--- config.mk ---
export PLATFORM = sky130hd
export DESIGN_NAME = instr_sequencer
export DESIGN_NICKNAME = d
export VERILOG_FILES = /design/src/rtl/cpu_isa_pkg.sv /design/src/rtl/prog_mem.sv /design/src/rtl/instr_sequencer.sv
export SDC_FILE = /design/constraint.sdc
export NUM_CORES = 1
export LEC_CHECK = 0
export ABC_CLOCK_PERIOD_IN_PS = 3110
export CORE_ASPECT_RATIO = 1.5
export CORE_MARGIN = 10
export CORE_UTILIZATION = 45
export DETAILED_ROUTE_END_ITERATION = 8
export GPL_TIMING_DRIVEN = 1
export PLACE_DENSITY = 0.61
export SETUP_SLACK_MARGIN = 0.1
export SYNTH_ARGS = -nofsm -noshare
export SYNTH_HDL_FRONTEND = slang
export SYNTH_SLANG_ARGS = --single-unit
--- constraint.sdc ---
create_clock -name clk -period 3.11 [get_ports clk]
set_input_delay 0.7775 -clock clk [delete_from_list [all_inputs] [get_ports clk]]
set_output_delay 0.7775 -clock clk [all_outputs]
set_load 0.005 [all_outputs]
--- src/rtl/cpu_isa_pkg.sv ---
// Instruction-class and hold-length definitions shared by the sequencer and anything
// else that needs to know how long the CU spends on each instruction class.
package cpu_isa_pkg;

  localparam int CLS_MSB = 19;

  localparam logic [1:0] CLS_HALT  = 2'b00;
  localparam logic [1:0] CLS_STD   = 2'b01;
  localparam logic [1:0] CLS_LOAD  = 2'b10;
  localparam logic [1:0] CLS_STORE = 2'b11;

  localparam logic [2:0] HOLD_STD   = 3'd3;
  localparam logic [2:0] HOLD_LOAD  = 3'd4;
  localparam logic [2:0] HOLD_STORE = 3'd3;
  localparam logic [2:0] WAKE_EXTRA = 3'd1;

  typedef enum logic [1:0] {IDLE, ISSUE, FINISH} seq_state_e;

  function automatic logic [2:0] hold_of(input logic [1:0] cls);
    case (cls)
      CLS_STD:   hold_of = HOLD_STD;
      CLS_LOAD:  hold_of = HOLD_LOAD;
      CLS_STORE: hold_of = HOLD_STORE;
      default:   hold_of = 3'd0;
    endcase
  endfunction

endpackage

--- src/rtl/prog_mem.sv ---
// Small program store: synchronous write, combinational read.
// Contents deliberately have no reset so a program survives a sequencer reset.
module prog_mem #(
  parameter int INSTR_WIDTH = 20,
  parameter int ADDR_BITS   = 4
) (
  input  logic                   clk,
  input  logic                   i_we,
  input  logic [ADDR_BITS-1:0]   i_waddr,
  input  logic [INSTR_WIDTH-1:0] i_wdata,
  input  logic [ADDR_BITS-1:0]   i_raddr,
  output logic [INSTR_WIDTH-1:0] o_rdata
);

  localparam int DEPTH = 1 << ADDR_BITS;

  logic [INSTR_WIDTH-1:0] r_mem [DEPTH];

  always_ff @(posedge clk) begin
    if (i_we) r_mem[i_waddr] <= i_wdata;
  end

  assign o_rdata = r_mem[i_raddr];

endmodule

--- src/rtl/instr_sequencer.sv ---
// Feeds simple_cpu one instruction at a time, holding each word for exactly as many
// cycles as the CU needs for its class, since the CU gives no acknowledge.
module instr_sequencer
  import cpu_isa_pkg::*;
#(
  parameter int INSTR_WIDTH    = 20,
  parameter int PROG_ADDR_BITS = 4
) (
  input  logic                      clk,
  input  logic                      rst,
  input  logic                      load_en,
  input  logic [PROG_ADDR_BITS-1:0] load_addr,
  input  logic [INSTR_WIDTH-1:0]    load_data,
  input  logic                      start,
  output logic [INSTR_WIDTH-1:0]    instruction,
  output logic [PROG_ADDR_BITS-1:0] pc,
  output logic                      issue,
  output logic                      busy,
  output logic                      done
);

  seq_state_e                r_state;
  logic [2:0]                r_hold;
  logic [INSTR_WIDTH-1:0]    r_instr;
  logic [PROG_ADDR_BITS-1:0] r_pc;
  logic                      r_issue;
  logic                      r_busy;
  logic                      r_done;

  logic                      w_we;
  logic [PROG_ADDR_BITS-1:0] w_raddr;
  logic [INSTR_WIDTH-1:0]    w_rdata;
  logic [1:0]                w_cls;
  logic                      w_last;

  // One read port: IDLE only ever looks at word 0, ISSUE only at the next word.
  assign w_we    = load_en && (r_state == IDLE);
  assign w_raddr = (r_state == ISSUE) ? r_pc + 1'b1 : '0;
  assign w_cls   = w_rdata[CLS_MSB -: 2];
  assign w_last  = (r_pc == '1);

  prog_mem #(
    .INSTR_WIDTH (INSTR_WIDTH),
    .ADDR_BITS   (PROG_ADDR_BITS)
  ) u_prog_mem (
    .clk     (clk),
    .i_we    (w_we),
    .i_waddr (load_addr),
    .i_wdata (load_data),
    .i_raddr (w_raddr),
    .o_rdata (w_rdata)
  );

  always_ff @(posedge clk or negedge rst) begin
    if (!rst) begin
      r_state <= IDLE;
      r_hold  <= '0;
      r_instr <= '0;
      r_pc    <= '0;
      r_issue <= 1'b0;
      r_busy  <= 1'b0;
      r_done  <= 1'b0;
    end else begin
      r_issue <= 1'b0;
      r_done  <= 1'b0;
      case (r_state)
        IDLE: begin
          if (start) begin
            if (w_cls != CLS_HALT) begin
              // First word carries an extra cycle for the CU leaving RESET.
              r_instr <= w_rdata;
              r_pc    <= '0;
              r_hold  <= hold_of(w_cls) + WAKE_EXTRA;
              r_issue <= 1'b1;
              r_busy  <= 1'b1;
              r_state <= ISSUE;
            end else begin
              r_done  <= 1'b1;
              r_state <= FINISH;
            end
          end
        end
        ISSUE: begin
          if (r_hold > 3'd1) begin
            r_hold <= r_hold - 3'd1;
          end else if (w_cls != CLS_HALT && !w_last) begin
            r_instr <= w_rdata;
            r_pc    <= r_pc + 1'b1;
            r_hold  <= hold_of(w_cls);
            r_issue <= 1'b1;
          end else begin
            // Halt word or top of memory: the program never wraps to address 0.
            r_instr <= '0;
            r_hold  <= '0;
            r_busy  <= 1'b0;
            r_done  <= 1'b1;
            r_state <= FINISH;
          end
        end
        FINISH:  r_state <= IDLE;
        default: r_state <= IDLE;
      endcase
    end
  end

  assign instruction = r_instr;
  assign pc          = r_pc;
  assign issue       = r_issue;
  assign busy        = r_busy;
  assign done        = r_done;

endmodule

Word-level counts from Yosys, hierarchy flattened
Memories as Yosys holds them, arrays and structs flattened.
Cells that the tools add are included.
{ "totals": {"register_bits": 32, "ram_bits": 320, "in_bits": 28, "out_inout_bits": 27, "elab_cells": 76, "n_memories": 1} }
{ "memory_table": {"columns": ["memory", "depth", "width", "rd", "rd_ports_with_merged_regs", "wr", "line", "text"], "rows": [
  ["u_prog_mem.r_mem", 16, 20, 1, 0, 1, "prog_mem.sv:17", "logic [INSTR_WIDTH-1:0] r_mem [DEPTH];"]
]} }
{ "classes": {"addsub": 3, "n_lt_le_gt_ge": 1, "n_eq_ne": 10, "n_mux": 42, "reduce_logical": 12} }
{ "ops": {"columns": ["cell", "n"], "rows": [
  ["$mux W20", 4],
  ["$pmux W20 S2", 1],
  ["$mux W3", 7],
  ["$mux W4", 5],
  ["$mux W1", 14],
  ["$pmux W3 S2", 2],
  ["$reduce_and A5 Y1", 2],
  ["$mux W2", 4],
  ["$pmux W4 S2", 1],
  ["$ne A2 B2 Y1 const B", 3],
  ["$pmux W1 S2", 3],
  ["$reduce_and A3 Y1", 2],
  ["$add A4 B1 Y4 const B", 1],
  ["$eq A2 B1 Y1 const B", 2],
  ["$eq A2 B2 Y1 const B", 2],
  ["$eq A4 B4 Y1 const B", 1],
  ["$ne A2 B1 Y1 const B", 2],
  ["$pmux W2 S2", 1],
  ["$reduce_and A4 Y1", 1],
  ["$reduce_bool A2 Y1", 2],
  ["$add A3 B1 Y3 const B", 1],
  ["$gt A3 B1 Y1 const B", 1],
  ["$sub A3 B1 Y3 const B", 1],
  ["$logic_and A1 B1 Y1", 2],
  ["other kinds (3)", 3]
]} }

Depth between registers and ports, before layout
An unclocked memory read counts as a cell.
{ "depth": {"ltp_word": 13, "ltp_mapped": 13, "ltp_nobuf": 9} }

By module
From an unflattened synthesis, not the netlist that was laid out.
{ "hier_totals": {"hier_cells": 620, "hier_area_um2": 13505.5} }
{ "by_module_without_submodules": {"columns": ["mod", "n_inst", "cells_per_inst", "area_each_um2", "seq_area_each_um2"], "rows": [
  ["prog_mem", 1, 513, 12130.4, 9609.2],
  ["instr_sequencer", 1, 107, 1375.1, 800.8]
]} }

Worst setup path before layout
No wires, ideal clock.
{ "synth_path": {"path_kind": "input to register", "from": "input load_addr[1]", "to": "memory u_prog_mem.r_mem[0][0] (enable)", "setup_ns": 0.422, "arrival_ns": 2.614, "required_time_ns": 2.688, "path_slack_ns": 0.074, "cell_stages": 2, "path_buffers": 0, "cell_sequence": "or3_1 > nor3_1"} }
{ "synth_lines": {"columns": ["item", "line", "text"], "rows": [
  ["start, declared", "instr_sequencer.sv:12", "input logic [PROG_ADDR_BITS-1:0] load_addr,"],
  ["end, declared", "prog_mem.sv:17", null]
]} }
No word-level cell before the write port.

Worst setup path after layout
{ "layout_path": {"from": "register r_pc[0], in the netlist pc[0]", "to": "register r_pc[1], in the netlist pc[1]"} }
{ "layout_via": {"elab_chain_cells": 7, "elab_cells_between_ends": 13, "classes_between": "add/sub (1); eq/ne (3); mux (4); reduce/logical (4); memory (1)"} }
{ "layout_rtl": {"columns": ["item", "line", "text"], "rows": [
  ["start, declared", "instr_sequencer.sv:25", "logic [PROG_ADDR_BITS-1:0] r_pc;"],
  ["start signal, assigned", "instr_sequencer.sv:88", "r_pc <= r_pc + 1'b1;"],
  ["$add A4 B1 Y4", "instr_sequencer.sv:38, instr_sequencer.sv:88", null],
  ["$mux W4", "instr_sequencer.sv:38", "assign w_raddr = (r_state == ISSUE) ? r_pc + 1'b1 : '0;"],
  ["$mem_v2 Z16 W20", null, null],
  ["$reduce_bool A2 Y1", "instr_sequencer.sv:69, instr_sequencer.sv:86", null],
  ["$logic_and A1 B1 Y1", "instr_sequencer.sv:86", "end else if (w_cls != CLS_HALT && !w_last) begin"],
  ["$ne A2 B1 Y1 (no line)", null, null],
  ["$reduce_and A5 Y1 (no line)", null, null]
]} }
Several ways; a longest one is shown, not always the timed one. The select of a mux whose other input is x is not followed.
A chain may end at the register's enable or synchronous reset.

==> metrics.cfg <==
[critical_path]
crit_path_max_fanout = 12
path_cells = ha_4 > and3b_2 > and3_1 > a311o_1 > o32a_1 > and2_1 > or3_4 > inv_6 > mux2_2
rrSetupSlack_ns = 0.23
cp_data_required_time_ns = 3.58
cp_slowest_cell = dfrtp_4
start_kind = register
arrival_ns = 3.35
reg2reg_to = pc[1]$_DFFE_PN0P_
r2r_start = pc[0]$_DFFE_PN0P_
path_buf_inv = 1
cp-end-kind = register
cp_top_family = simple AND/OR/NAND/NOR gates
slowest_delay_ns = 0.51
setup.worst_path.class = reg2reg
rr_worst_depth = 9

[cells_and_area]
area_delta_synth_final_pct = 16.93
num_antenna_cells = 0
final_util = 0.5300
layout.nets = 1054
final.fill_count = 2509
drive_gt1_frac = 0.1463
regArea_um2 = 10420
design_area_um2 = 16820
multi_input_area_um2 = 3729

[floorplanning]
die-area_um2 = 39660
num_rows = 80
fp.dieW_um = 166.0
core_area_um2 = 31730
initial_utilization = 0.4533
io_pins = 55
die_h_um = 239.0

[power]
power_density_nw_per_um2 = 1002
power_frac_seq = 0.333
pwr-share-comb = 0.450
ir_worst_vdd_uv = 611.8
switching_share = 0.3652
power.leakage_nw = 5.673
clockPowerShare = 0.216
p_switching_mw = 6.154
internal_power_mw = 10.70
power_mw = 16.85

[grt]
grt_antenna_before_repair = 1
gr-max-usage-layer = met2
grt_remaining_overflow = 0
grt_use_met3 = 0.02040
grt_pass1_vias = 8578
use_met1 = 0.2204
grt_max_degree = 55
grt_usage = 0.1791
grt_first_pass_wirelength_um = 54370
gr-usage-met2 = 0.3221

[logic_synthesis]
synth.avg_cell_area_um2 = 15.24
synth_edf_count = 320
syn_inst = 944
synth_fp_nets = 975
ys_seq_area_frac = 0.7238
synth_warnings = 0
synth_top_area_share = 0.6681
yosysMostFrequentCell = edfxtp_1
ys.flop_type = edfxtp_1
synth.area.top_cells = edfxtp_1 (67%), dfrtp_1 (5.6%), mux2i_1 (4.6%), nand2_1 (3.2%), mux4_2 (2.0%)
yosysUniqueCellTypes = 59
async_flop_share = 0.09091
synth_area_um2 = 14380
yosys-top-cells-count = edfxtp_1 (320), nand2_1 (123), mux2i_1 (66)
synth_top_area_cell = edfxtp_1
ys_ff_latch = 352

[cts]
cts.sinks = 352
clock_tree.root_cell = clkbuf_16
insertion_delay_ns = 0.58
cts_inserted_buffers = 31
cts_max_level = 1
hold_buffers = 0
clk_pin_slew_ns = 0.07
cts.path.max_buffers = 3
tritoncts = done

[placed_design]
io_buffers = 54
gp_congestion = 0.8275
placed_cell_area_um2 = 15820
dp_hpwl_um = 20200

[sta]
finalHoldViolCount = 0
rsz0062_at_grt = true
maxSlewViolCount = 0
slew_headroom = 0.3678
period_share = 0.9272
layout_min_cycle_time_ns = 2.884
fin_setup_tns_ns = 0
tightestPinTransition_ns = 0.9483
max_freq_ghz = 0.3468
skew_ns = 0.01982
finalSetupViolCount = 0

[routing]
drt-wirelength-per-cell_um = 25.11
finalWirelength_um = 36560
ant_nets = 0
drc_errors = 0
vias = 8610
via_per_inst = 5.913
drt-pass1-iter-count = 5
drt_iter0_markers = 701

[hold_path]
hp-class = in2async

[outcome]
outcome = finished clean

[run]
drv_cap = 0

-- power groups by stage --
stage | Combinational, mW | Sequential, mW | Clock (mW)
floorplan | 4.90 | 5.65 | 0
global placement | 7.47 | 5.70 | 0
detailed placement | 7.51 | 5.70 | 0
CTS | 7.57 | 5.61 | 3.71
global route | 8.20 | 5.63 | 3.89
finish | 7.59 | 5.61 | 3.65
-- metrics by stage --
stage / hold slack [ns] / cells / worst slack (ns)
after global routing: 0.4026 / 1456 / 0.06440
after CTS: 0.3590 / 1455 / 0.1387
after detailed placement: 0.4767 / 1399 / -0.01810
after floorplan: 0.4794 / 944 / 0.1098
after global placement: 0.4782 / 1399 / 0.04801
final: 0.3444 / 1456 / 0.2263
-- registers in the layout, indices dropped and copies added, names as in the netlist --
register,cells
issue,1
u_prog_mem.r_mem,320
busy,1
r_hold,3
r_state,2
done,1
instruction,20
pc,4
-- worst max path at each step --
stage	start	to	slack [ns]	depth (start not counted)
floorplan	pc[0]$_DFFE_PN0P_	pc[2]$_DFFE_PN0P_	0.11	13
global placement	pc[0]$_DFFE_PN0P_	pc[3]$_DFFE_PN0P_	0.05	9
finish	pc[0]$_DFFE_PN0P_	pc[1]$_DFFE_PN0P_	0.23	9
global route	pc[0]$_DFFE_PN0P_	instruction[5]$_DFFE_PN0P_	0.06	8
CTS	pc[0]$_DFFE_PN0P_	pc[1]$_DFFE_PN0P_	0.14	9
detailed placement	pc[0]$_DFFE_PN0P_	instruction[11]$_DFFE_PN0P_	-0.02	8
-- placed cells by master, fill, tap and decap left out, types with 3 or more instances in the layout --
| cell | instances |
|---|---|
| o2bb2ai_1 | 15 |
| buf_4 | 43 |
| mux2_2 | 3 |
| clkbuf_1 | 7 |
| buf_12 | 15 |
| a311oi_1 | 15 |
| nor3_2 | 3 |
| dfrtp_1 | 30 |
| clkinv_1 | 4 |
| a22o_1 | 7 |
| and3_1 | 3 |
| clkbuf_16 | 31 |
| o21ai_0 | 29 |
| o221ai_1 | 25 |
| a21oi_1 | 14 |
| clkdlybuf4s50_1 | 53 |
| inv_1 | 4 |
| nand2_1 | 123 |
| a211oi_1 | 10 |
| nand2b_1 | 4 |
| mux4_2 | 13 |
| nor2_2 | 12 |
| a31oi_1 | 8 |
| and2_0 | 3 |
| nand3_1 | 16 |
| and2_1 | 9 |
| edfxtp_1 | 320 |
| a2bb2oi_1 | 26 |
| clkinv_2 | 10 |
| nor2_1 | 38 |
| a32o_1 | 25 |
| o22ai_1 | 4 |
| mux2i_1 | 66 |
-- routing by layer --
layer  share of wire  vias to the layer above
met3           0.049                       55
met1            0.40                     4446
met2            0.53                      249
met4           0.023                        2
li1                -                     3858
met5         0.00033                        -
-- timing repair --
action	in CTS	in global routing
setup buffers	0	1
resized for setup	4	6
gates cloned	0	0
pin swaps	0	0
endpoints found under the setup margin	14	25
-- layout make-up --
cell class	instances	area share
clock inverters	18	0.008705
multi-input cells	517	0.2217
inverters	7	0.001860
repair buffers	114	0.07023
flip-flops and latches	352	0.6193
well taps	410	0.03050
clock buffers	38	0.04769
-- kinds of logic (layout without fill, tap and decap cells) --
group,after synthesis,after routing,share of synthesized area
and+or+nand+nor,230,230,0.06960
adders and majority gates,3,3,0.002610
muxes,84,84,0.07125
buffers and inverters,75,177,0.02375
AOI/OAI and AO/OA,199,199,0.1084
xor gates and xnor gates,1,1,0.0006091
DFF,352,352,0.7238
(Power assumes the default switching activity.)
